### config.mk
export PLATFORM = sky130hd
export DESIGN_NAME = rf_ex_stage_flat
export DESIGN_NICKNAME = d
export VERILOG_FILES = /design/src/rtl/rf_ex_stage_if.sv /design/src/rtl/rf_ex_stage.sv /design/src/flat_wrapper.sv
export SDC_FILE = /design/constraint.sdc
export NUM_CORES = 1
export LEC_CHECK = 0
export BUFFER_PORTS_ARGS = -buffer_cell sky130_fd_sc_hd__buf_4
export CAP_MARGIN = 20
export CORE_MARGIN = 2
export CORE_UTILIZATION = 56
export CTS_BUF_LIST = sky130_fd_sc_hd__clkbuf_4 sky130_fd_sc_hd__clkbuf_8 sky130_fd_sc_hd__clkbuf_16
export CTS_CLUSTER_DIAMETER = 50
export CTS_CLUSTER_SIZE = 14
export DETAILED_ROUTE_END_ITERATION = 8
export PLACE_DENSITY = 0.95
export SLEW_MARGIN = 20
export SYNTH_ARGS = -nofsm -noshare
export SYNTH_HDL_FRONTEND = slang
export SYNTH_SLANG_ARGS = --single-unit
### constraint.sdc
create_clock -name clk -period 2.75 [get_ports clk]
set_input_delay 0.1375 -clock clk [delete_from_list [all_inputs] [get_ports clk]]
set_output_delay 0.1375 -clock clk [all_outputs]
set_load 0.01 [all_outputs]
### src/rtl/rf_ex_stage_if.sv
// Signal bundle between ID/RF, the forwarding network and the RF_EX register.
// slave is the pipeline-register side; master is the driving environment.
interface rf_ex_stage_if #(
  parameter int DATA_W = 16
);
  logic [DATA_W-1:0] opA_RF, opB_RF, opC_RF, opD_RF;
  logic [2:0]        mux_controller_A, mux_controller_B, mux_controller_C, mux_controller_D;
  logic [DATA_W-1:0] alu_1_EX, alu_2_EX, data_1_EX_M, data_2_EX_M, data_1_M_WB, data_2_M_WB;
  logic              valid1_ID_RF, valid2_ID_RF, wb_1_ID_RF, wb_2_ID_RF, load_1_ID_RF, load_2_ID_RF;
  logic [2:0]        dest_1_ID_RF, dest_2_ID_RF;
  logic              flush, ex_hold;

  logic [DATA_W-1:0] opA_RF_EX, opB_RF_EX, opC_RF_EX, opD_RF_EX;
  logic              valid1_RF_EX, valid2_RF_EX, wb_1_RF_EX, wb_2_RF_EX, load_1_RF_EX, load_2_RF_EX;
  logic [2:0]        dest_1_RF_EX, dest_2_RF_EX;
  logic              stall_ID;
  logic [15:0]       stall_count;

  modport slave (
    input  opA_RF, opB_RF, opC_RF, opD_RF,
           mux_controller_A, mux_controller_B, mux_controller_C, mux_controller_D,
           alu_1_EX, alu_2_EX, data_1_EX_M, data_2_EX_M, data_1_M_WB, data_2_M_WB,
           valid1_ID_RF, valid2_ID_RF, wb_1_ID_RF, wb_2_ID_RF, load_1_ID_RF, load_2_ID_RF,
           dest_1_ID_RF, dest_2_ID_RF, flush, ex_hold,
    output opA_RF_EX, opB_RF_EX, opC_RF_EX, opD_RF_EX,
           valid1_RF_EX, valid2_RF_EX, wb_1_RF_EX, wb_2_RF_EX, load_1_RF_EX, load_2_RF_EX,
           dest_1_RF_EX, dest_2_RF_EX, stall_ID, stall_count
  );

  modport master (
    output opA_RF, opB_RF, opC_RF, opD_RF,
           mux_controller_A, mux_controller_B, mux_controller_C, mux_controller_D,
           alu_1_EX, alu_2_EX, data_1_EX_M, data_2_EX_M, data_1_M_WB, data_2_M_WB,
           valid1_ID_RF, valid2_ID_RF, wb_1_ID_RF, wb_2_ID_RF, load_1_ID_RF, load_2_ID_RF,
           dest_1_ID_RF, dest_2_ID_RF, flush, ex_hold,
    input  opA_RF_EX, opB_RF_EX, opC_RF_EX, opD_RF_EX,
           valid1_RF_EX, valid2_RF_EX, wb_1_RF_EX, wb_2_RF_EX, load_1_RF_EX, load_2_RF_EX,
           dest_1_RF_EX, dest_2_RF_EX, stall_ID, stall_count
  );
endinterface

### src/rtl/rf_ex_stage.sv
// RF->EX pipeline register of a two-lane core: resolves forwarded operands,
// inserts a one-cycle bubble on load-use hazards and counts those stalls.
module rf_ex_stage #(
  parameter int          DATA_W         = 16,
  parameter logic [15:0] STALL_CNT_INIT = 16'h0000
) (
  input logic          clk,
  input logic          rst_n,
  rf_ex_stage_if.slave bus
);

  localparam logic [0:0] ST_RUN    = 1'b0;
  localparam logic [0:0] ST_BUBBLE = 1'b1;

  function automatic logic [DATA_W-1:0] resolve(
    input logic [2:0]        sel,
    input logic [DATA_W-1:0] rf_val,
    input logic [DATA_W-1:0] alu1, alu2, exm1, exm2, mwb1, mwb2
  );
    logic [DATA_W-1:0] res;
    case (sel)
      3'b001:  res = alu1;
      3'b010:  res = alu2;
      3'b011:  res = exm1;
      3'b100:  res = exm2;
      3'b101:  res = mwb1;
      3'b110:  res = mwb2;
      default: res = rf_val;
    endcase
    return res;
  endfunction

  function automatic logic reads_code(input logic [2:0] sel_a, input logic [2:0] sel_b,
                                      input logic [2:0] code);
    return (sel_a == code) || (sel_b == code);
  endfunction

  logic [DATA_W-1:0] op_a_q, op_a_d, op_b_q, op_b_d, op_c_q, op_c_d, op_d_q, op_d_d;
  logic [DATA_W-1:0] res_a_s, res_b_s, res_c_s, res_d_s;
  logic [2:0]        dest_1_q, dest_1_d, dest_2_q, dest_2_d;
  logic              valid_1_q, valid_1_d, valid_2_q, valid_2_d;
  logic              wb_1_q, wb_1_d, wb_2_q, wb_2_d;
  logic              load_1_q, load_1_d, load_2_q, load_2_d;
  logic [0:0]        state_q, state_d;
  logic [15:0]       stall_cnt_q, stall_cnt_d;
  logic              lu_1_s, lu_2_s, lu_s, stall_s;

  assign res_a_s = resolve(bus.mux_controller_A, bus.opA_RF, bus.alu_1_EX, bus.alu_2_EX,
                           bus.data_1_EX_M, bus.data_2_EX_M, bus.data_1_M_WB, bus.data_2_M_WB);
  assign res_b_s = resolve(bus.mux_controller_B, bus.opB_RF, bus.alu_1_EX, bus.alu_2_EX,
                           bus.data_1_EX_M, bus.data_2_EX_M, bus.data_1_M_WB, bus.data_2_M_WB);
  assign res_c_s = resolve(bus.mux_controller_C, bus.opC_RF, bus.alu_1_EX, bus.alu_2_EX,
                           bus.data_1_EX_M, bus.data_2_EX_M, bus.data_1_M_WB, bus.data_2_M_WB);
  assign res_d_s = resolve(bus.mux_controller_D, bus.opD_RF, bus.alu_1_EX, bus.alu_2_EX,
                           bus.data_1_EX_M, bus.data_2_EX_M, bus.data_1_M_WB, bus.data_2_M_WB);

  // A lane hazards when it forwards from an EX slot that still holds a load.
  assign lu_1_s = bus.valid1_ID_RF &&
      ((reads_code(bus.mux_controller_A, bus.mux_controller_B, 3'b001) && valid_1_q && load_1_q) ||
       (reads_code(bus.mux_controller_A, bus.mux_controller_B, 3'b010) && valid_2_q && load_2_q));
  assign lu_2_s = bus.valid2_ID_RF &&
      ((reads_code(bus.mux_controller_C, bus.mux_controller_D, 3'b001) && valid_1_q && load_1_q) ||
       (reads_code(bus.mux_controller_C, bus.mux_controller_D, 3'b010) && valid_2_q && load_2_q));
  assign lu_s = lu_1_s || lu_2_s;

  always_comb begin
    op_a_d = op_a_q;   op_b_d = op_b_q;   op_c_d = op_c_q;   op_d_d = op_d_q;
    dest_1_d = dest_1_q;   dest_2_d = dest_2_q;
    valid_1_d = valid_1_q; valid_2_d = valid_2_q;
    wb_1_d = wb_1_q;       wb_2_d = wb_2_q;
    load_1_d = load_1_q;   load_2_d = load_2_q;
    state_d = state_q;
    stall_cnt_d = stall_cnt_q;
    stall_s = 1'b0;
    if (!rst_n) begin
      stall_s = 1'b0;
    end else if (bus.flush) begin
      valid_1_d = 1'b0; valid_2_d = 1'b0;
      wb_1_d = 1'b0;    wb_2_d = 1'b0;
      load_1_d = 1'b0;  load_2_d = 1'b0;
      state_d = ST_RUN;
    end else if (bus.ex_hold) begin
      stall_s = 1'b1;
    end else if ((state_q == ST_RUN) && lu_s) begin
      valid_1_d = 1'b0; valid_2_d = 1'b0;
      wb_1_d = 1'b0;    wb_2_d = 1'b0;
      load_1_d = 1'b0;  load_2_d = 1'b0;
      state_d = ST_BUBBLE;
      stall_s = 1'b1;
      stall_cnt_d = (stall_cnt_q == 16'hFFFF) ? stall_cnt_q : stall_cnt_q + 16'd1;
    end else begin
      op_a_d = res_a_s;  op_b_d = res_b_s;  op_c_d = res_c_s;  op_d_d = res_d_s;
      dest_1_d = bus.dest_1_ID_RF;    dest_2_d = bus.dest_2_ID_RF;
      valid_1_d = bus.valid1_ID_RF;   valid_2_d = bus.valid2_ID_RF;
      wb_1_d = bus.wb_1_ID_RF;        wb_2_d = bus.wb_2_ID_RF;
      load_1_d = bus.load_1_ID_RF;    load_2_d = bus.load_2_ID_RF;
      state_d = ST_RUN;
    end
  end

  always_ff @(posedge clk) begin
    if (!rst_n) begin
      op_a_q <= '0;  op_b_q <= '0;  op_c_q <= '0;  op_d_q <= '0;
      dest_1_q <= 3'd0;   dest_2_q <= 3'd0;
      valid_1_q <= 1'b0;  valid_2_q <= 1'b0;
      wb_1_q <= 1'b0;     wb_2_q <= 1'b0;
      load_1_q <= 1'b0;   load_2_q <= 1'b0;
      state_q <= ST_RUN;
      stall_cnt_q <= STALL_CNT_INIT;
    end else begin
      op_a_q <= op_a_d;  op_b_q <= op_b_d;  op_c_q <= op_c_d;  op_d_q <= op_d_d;
      dest_1_q <= dest_1_d;   dest_2_q <= dest_2_d;
      valid_1_q <= valid_1_d; valid_2_q <= valid_2_d;
      wb_1_q <= wb_1_d;       wb_2_q <= wb_2_d;
      load_1_q <= load_1_d;   load_2_q <= load_2_d;
      state_q <= state_d;
      stall_cnt_q <= stall_cnt_d;
    end
  end

  assign bus.opA_RF_EX = op_a_q;
  assign bus.opB_RF_EX = op_b_q;
  assign bus.opC_RF_EX = op_c_q;
  assign bus.opD_RF_EX = op_d_q;
  assign bus.dest_1_RF_EX = dest_1_q;
  assign bus.dest_2_RF_EX = dest_2_q;
  assign bus.valid1_RF_EX = valid_1_q;
  assign bus.valid2_RF_EX = valid_2_q;
  assign bus.wb_1_RF_EX = wb_1_q;
  assign bus.wb_2_RF_EX = wb_2_q;
  assign bus.load_1_RF_EX = load_1_q;
  assign bus.load_2_RF_EX = load_2_q;
  assign bus.stall_ID = stall_s;
  assign bus.stall_count = stall_cnt_q;

endmodule

### src/flat_wrapper.sv
// flat-port wrapper written by rule: the top's interface ports become plain ports
module rf_ex_stage_flat 
#(
  parameter int          DATA_W         = 16,
  parameter logic [15:0] STALL_CNT_INIT = 16'h0000
)
  (clk, rst_n, bus_opA_RF, bus_opB_RF, bus_opC_RF, bus_opD_RF, bus_mux_controller_A, bus_mux_controller_B, bus_mux_controller_C, bus_mux_controller_D, bus_alu_1_EX, bus_alu_2_EX, bus_data_1_EX_M, bus_data_2_EX_M, bus_data_1_M_WB, bus_data_2_M_WB, bus_valid1_ID_RF, bus_valid2_ID_RF, bus_wb_1_ID_RF, bus_wb_2_ID_RF, bus_load_1_ID_RF, bus_load_2_ID_RF, bus_dest_1_ID_RF, bus_dest_2_ID_RF, bus_flush, bus_ex_hold, bus_opA_RF_EX, bus_opB_RF_EX, bus_opC_RF_EX, bus_opD_RF_EX, bus_valid1_RF_EX, bus_valid2_RF_EX, bus_wb_1_RF_EX, bus_wb_2_RF_EX, bus_load_1_RF_EX, bus_load_2_RF_EX, bus_dest_1_RF_EX, bus_dest_2_RF_EX, bus_stall_ID, bus_stall_count);
  rf_ex_stage_if #(.DATA_W(DATA_W)) bus_i ();
  input logic clk;
  input logic rst_n;
  input wire logic [$bits(bus_i.opA_RF)-1:0] bus_opA_RF;
  input wire logic [$bits(bus_i.opB_RF)-1:0] bus_opB_RF;
  input wire logic [$bits(bus_i.opC_RF)-1:0] bus_opC_RF;
  input wire logic [$bits(bus_i.opD_RF)-1:0] bus_opD_RF;
  input wire logic [$bits(bus_i.mux_controller_A)-1:0] bus_mux_controller_A;
  input wire logic [$bits(bus_i.mux_controller_B)-1:0] bus_mux_controller_B;
  input wire logic [$bits(bus_i.mux_controller_C)-1:0] bus_mux_controller_C;
  input wire logic [$bits(bus_i.mux_controller_D)-1:0] bus_mux_controller_D;
  input wire logic [$bits(bus_i.alu_1_EX)-1:0] bus_alu_1_EX;
  input wire logic [$bits(bus_i.alu_2_EX)-1:0] bus_alu_2_EX;
  input wire logic [$bits(bus_i.data_1_EX_M)-1:0] bus_data_1_EX_M;
  input wire logic [$bits(bus_i.data_2_EX_M)-1:0] bus_data_2_EX_M;
  input wire logic [$bits(bus_i.data_1_M_WB)-1:0] bus_data_1_M_WB;
  input wire logic [$bits(bus_i.data_2_M_WB)-1:0] bus_data_2_M_WB;
  input wire logic [$bits(bus_i.valid1_ID_RF)-1:0] bus_valid1_ID_RF;
  input wire logic [$bits(bus_i.valid2_ID_RF)-1:0] bus_valid2_ID_RF;
  input wire logic [$bits(bus_i.wb_1_ID_RF)-1:0] bus_wb_1_ID_RF;
  input wire logic [$bits(bus_i.wb_2_ID_RF)-1:0] bus_wb_2_ID_RF;
  input wire logic [$bits(bus_i.load_1_ID_RF)-1:0] bus_load_1_ID_RF;
  input wire logic [$bits(bus_i.load_2_ID_RF)-1:0] bus_load_2_ID_RF;
  input wire logic [$bits(bus_i.dest_1_ID_RF)-1:0] bus_dest_1_ID_RF;
  input wire logic [$bits(bus_i.dest_2_ID_RF)-1:0] bus_dest_2_ID_RF;
  input wire logic [$bits(bus_i.flush)-1:0] bus_flush;
  input wire logic [$bits(bus_i.ex_hold)-1:0] bus_ex_hold;
  output wire logic [$bits(bus_i.opA_RF_EX)-1:0] bus_opA_RF_EX;
  output wire logic [$bits(bus_i.opB_RF_EX)-1:0] bus_opB_RF_EX;
  output wire logic [$bits(bus_i.opC_RF_EX)-1:0] bus_opC_RF_EX;
  output wire logic [$bits(bus_i.opD_RF_EX)-1:0] bus_opD_RF_EX;
  output wire logic [$bits(bus_i.valid1_RF_EX)-1:0] bus_valid1_RF_EX;
  output wire logic [$bits(bus_i.valid2_RF_EX)-1:0] bus_valid2_RF_EX;
  output wire logic [$bits(bus_i.wb_1_RF_EX)-1:0] bus_wb_1_RF_EX;
  output wire logic [$bits(bus_i.wb_2_RF_EX)-1:0] bus_wb_2_RF_EX;
  output wire logic [$bits(bus_i.load_1_RF_EX)-1:0] bus_load_1_RF_EX;
  output wire logic [$bits(bus_i.load_2_RF_EX)-1:0] bus_load_2_RF_EX;
  output wire logic [$bits(bus_i.dest_1_RF_EX)-1:0] bus_dest_1_RF_EX;
  output wire logic [$bits(bus_i.dest_2_RF_EX)-1:0] bus_dest_2_RF_EX;
  output wire logic [$bits(bus_i.stall_ID)-1:0] bus_stall_ID;
  output wire logic [$bits(bus_i.stall_count)-1:0] bus_stall_count;
  assign bus_i.opA_RF = bus_opA_RF;
  assign bus_i.opB_RF = bus_opB_RF;
  assign bus_i.opC_RF = bus_opC_RF;
  assign bus_i.opD_RF = bus_opD_RF;
  assign bus_i.mux_controller_A = bus_mux_controller_A;
  assign bus_i.mux_controller_B = bus_mux_controller_B;
  assign bus_i.mux_controller_C = bus_mux_controller_C;
  assign bus_i.mux_controller_D = bus_mux_controller_D;
  assign bus_i.alu_1_EX = bus_alu_1_EX;
  assign bus_i.alu_2_EX = bus_alu_2_EX;
  assign bus_i.data_1_EX_M = bus_data_1_EX_M;
  assign bus_i.data_2_EX_M = bus_data_2_EX_M;
  assign bus_i.data_1_M_WB = bus_data_1_M_WB;
  assign bus_i.data_2_M_WB = bus_data_2_M_WB;
  assign bus_i.valid1_ID_RF = bus_valid1_ID_RF;
  assign bus_i.valid2_ID_RF = bus_valid2_ID_RF;
  assign bus_i.wb_1_ID_RF = bus_wb_1_ID_RF;
  assign bus_i.wb_2_ID_RF = bus_wb_2_ID_RF;
  assign bus_i.load_1_ID_RF = bus_load_1_ID_RF;
  assign bus_i.load_2_ID_RF = bus_load_2_ID_RF;
  assign bus_i.dest_1_ID_RF = bus_dest_1_ID_RF;
  assign bus_i.dest_2_ID_RF = bus_dest_2_ID_RF;
  assign bus_i.flush = bus_flush;
  assign bus_i.ex_hold = bus_ex_hold;
  assign bus_opA_RF_EX = bus_i.opA_RF_EX;
  assign bus_opB_RF_EX = bus_i.opB_RF_EX;
  assign bus_opC_RF_EX = bus_i.opC_RF_EX;
  assign bus_opD_RF_EX = bus_i.opD_RF_EX;
  assign bus_valid1_RF_EX = bus_i.valid1_RF_EX;
  assign bus_valid2_RF_EX = bus_i.valid2_RF_EX;
  assign bus_wb_1_RF_EX = bus_i.wb_1_RF_EX;
  assign bus_wb_2_RF_EX = bus_i.wb_2_RF_EX;
  assign bus_load_1_RF_EX = bus_i.load_1_RF_EX;
  assign bus_load_2_RF_EX = bus_i.load_2_RF_EX;
  assign bus_dest_1_RF_EX = bus_i.dest_1_RF_EX;
  assign bus_dest_2_RF_EX = bus_i.dest_2_RF_EX;
  assign bus_stall_ID = bus_i.stall_ID;
  assign bus_stall_count = bus_i.stall_count;
  rf_ex_stage #(.DATA_W(DATA_W), .STALL_CNT_INIT(STALL_CNT_INIT)) u_core (.clk(clk), .rst_n(rst_n), .bus(bus_i));
endmodule
==> results.md <==
* Outcome: completed
* Drt pass-1 iters at 8
* CP bufs+invs at 3
* Cts hold-fix bufs at 0
* Post-CTS setup buffer count at 0
* Syn avg cell area at 9.16 sq um
* Final Skew at 4.06 ps
* Clock network power share at about 29%
* DIE AREA at about 0.015 sq mm
* Synth unique cells at 54
* Share of post-route cells with drive strength above 1 at 42.4%
* Post-CTS sizing at 0
* Placer Congestion at 0.970
* Async SR Flop Fraction at 0%
* Fin crit share at 85.6%
* Post-Syn Area at 0.00812 sq mm
* Largest net degree at the start of global routing at 65
* Die W at 124 microns
* H-tree depth at 3
* Combinational family with the most area after synthesis: compound AO/OA/AOI/OAI gates
* Static Leak at about 0.0043 uW
* Post-Syn Nets at 1076
* First-pass GRT wire length at about 51000 microns
* Grt ovf at 0
* CP Launch Type: input pin
* Prevailing post-synth register cell: dfxtp_1
* IR drop worst, VDD at 357 uV
* CP top delay family: compound AO/OA/AOI/OAI gates
* Routed vias/inst at 7.30
* CTS tree: done
* Path depth of the worst reg2reg path at 7
* Final WL at ~34000 microns
* Port Buf Inserts at 280
* Part of the power in registers at a little over a third
* Cell taking the most area after synthesis: dfxtp_1
* CP max-delay cell: buf_4
* Max Slew Vio Count at 0
* WL per Instance at about 26 microns
* Fillers at 1053
* Core Rows at 44
* Leading post-synthesis cells by cell area: dfxtp_1 (23%), mux2i_1 (12%), mux4_2 (11%)
* Internal at 2750 uW
* Drc violations at 0
* Fmax at about 0.42 GHz
* Clock buffer count from CTS at 9
* Core area at 0.0144 sq mm
* Hold Path Stages at 3
* Clk sinks at 93
* GRT Total Usage at 41.6%
* Vias in the first global route at 8998
* Mux contribution to synthesized area at 28.2%
* Psw at 1400 uW
* Initial antenna violation count at 2
* Setup CP Type: input pin to register
* CP max stage delay at about 530 ps
* Max-cap violations at 0
* Power per Cell Area at 396 mW/mm^2
* Height of the die at 124 microns
* ANT nets after route at 0
* Setup TNS at 0 ps
* DP HPWL at 23900 microns
* Synth top area share at 22.9%
* Final Hold Fails at 0
* Slew headroom at between 30% and 40%
* CP cell instances: buf_4 -> inv_1 -> a22oi_1 -> o22ai_2 -> o21bai_4 -> buf_4 -> a21oi_1 -> a211oi_2
* Setup violations, final at 0
* Critical Path Fanout Max at 41
* RSZ-0062 raised after global routing: no
* Net Sw Frac at between 30% and 40%
* Tot Pwr at between 4000 and 5000 uW
* Syn-to-layout area delta at 29.2%
* Most Frequent Cell on Critical Path: buf_4
* Clk_lat worst skew at about 360 ps
* Sequential share of the synthesized area at 22.9%
* Critical Path Stages at 8
* Number of synthesized flops with an enable pin at 0
* CTS Root Cell: clkbuf_16
* Final Critical Period at around 2400 ps
* Combinational power share at 35.4%
* Crit end category: register
* Register bit count reported by yosys at 93
* Yosys warnings at 0
* Clock slew at the register clock pins of the worst setup and hold paths at 60 ps
* Worst EP arrival at roughly 2600 ps
* Worst Tran Pin Value at 1010 ps
* Mapped Cells at 887
* Critical Path RT at between 3000 and 4000 ps
* Compound-Gate Fraction of Synth Area at 31.1%
* Routed via count at 9479
* Initial Utilization at 56.5%
* Ports at 281
* HP Class: input pin to register
* Adder-cell area share of the yosys netlist at 0.154%
* Max Buffers Root-to-Sink at 2
* First-iteration detailed-routing DRC count at 1672
* Post-Synth XOR/XNOR Area at 0%
* Area fraction in and, or, nand and nor cells after synthesis at 10.9%
* Nets at 1298
## power by group through the flow
stage / combinational (uW) / sequential, uW / clock, uW
after floorplan: 770 / 1520 / 0
after global placement: 1370 / 1490 / 0
after detailed placement: 1410 / 1490 / 0
after CTS: 1410 / 1470 / 1210
after global routing: 1530 / 1470 / 1260
final: 1470 / 1470 / 1210
## final timing paths
check                                              start                                 endpoint  slack, ps
setup reg to reg  u_core.bus.stall_count[0]$_SDFFE_PN0P_  u_core.bus.stall_count[11]$_SDFFE_PN0P_        610
setup / recovery                 bus_mux_controller_C[1]    u_core.bus.opB_RF_EX[14]$_SDFFE_PN0P_        400
hold reg to reg     u_core.bus.opB_RF_EX[2]$_SDFFE_PN0P_     u_core.bus.opB_RF_EX[2]$_SDFFE_PN0P_        460
hold / removal                       bus_dest_1_ID_RF[1]  u_core.bus.dest_1_RF_EX[1]$_SDFFE_PN0P_         40
## layout by cell type (no fill, tap or decap), types with 15 or more instances in the layout
master    count
a211oi_2     55
a21oi_1     123
a221oi_1     35
a22o_1       17
a22oi_1      15
buf_4       303
dfxtp_1      93
mux2_2       35
mux2i_1      97
mux4_2       41
nand2_1      65
nand3_1      23
nor2_1       39
o21ai_1      15
o22ai_1      16
## cells in the mapped netlist, types with 3 or more instances
library cell,instances
o21ai_0,14
nor2b_1,9
and3_1,3
o22ai_1,16
nor2_1,40
o2bb2ai_1,4
o221ai_1,5
a211oi_2,55
a221o_1,8
inv_1,6
nand4_1,9
o2111ai_1,4
buf_2,24
buf_1,6
a22o_1,17
and2_1,4
o211ai_1,4
a22oi_1,15
buf_4,16
mux4_2,41
o21a_1,4
or3_1,7
buf_6,8
a21oi_1,123
o21ai_1,15
nand2_1,65
inv_2,3
a221oi_1,35
nand2b_1,7
nor3_1,3
mux2i_1,97
mux2_2,35
nand3_1,23
clkbuf_1,42
dfxtp_1,93
## metal layers
| metal | part of all wire (%) | GRT usage (%) |
|---|---|---|
| met3 | 16 | 17.3 |
| met1 | 32 | 48.5 |
| met4 | 8.7 | 27.9 |
| met2 | 43 | 62.3 |
| met5 | 0.039 | 0 |
## state kept, by name, indices dropped and copies added (netlist names), 3 cells and up
name,count
u_core.bus.opB_RF_EX,16
u_core.bus.dest_2_RF_EX,3
u_core.bus.opA_RF_EX,16
u_core.bus.stall_count,16
u_core.bus.opC_RF_EX,16
u_core.bus.dest_1_RF_EX,3
u_core.bus.opD_RF_EX,16
## stage by stage
step           setup WS (ps)  util, %  area (sq um)  hold WS (ps)  std cells
6_report                 395     73.0         10500          42.6       1299
5_1_grt                  368     73.0         10500          57.3       1299
4_1_cts                  629     73.0         10500          39.4       1298
3_5_place_dp             326     71.0         10200           410       1282
3_3_place_gp             461     71.0         10200           398       1282
2_1_floorplan            855        -          8120           280        887
## worst reg2reg max path: cells and delay by family, from the launching register on
family / cells / cell delay, ps
and+or+nand+nor: 4 / 840
AOI/OAI and AO/OA: 2 / 650
DFF: 1 / 350
adders and majority gates: 1 / 230
## cell families after synthesis
logic type | Yosys count
compound gates | 333
simple gates | 182
mux | 173
buf+inv | 105
flops | 93
fa+ha+maj | 1
## layout make-up
type                            count  area [sq um]  area share (%)
Timing Repair Buffer              307          2350            22.4
Multi-Input combinational cell    689          5730            54.6
Tap cell                          184           230            2.19
Clock buffer                       11           246            2.35
Clock inverter                      5          35.0           0.334
Inverter                            9          35.0           0.334
Sequential cell                    93          1860            17.7
Antenna cell                        1          2.50          0.0239
No activity file was read; power rests on OpenSTA's default activity.
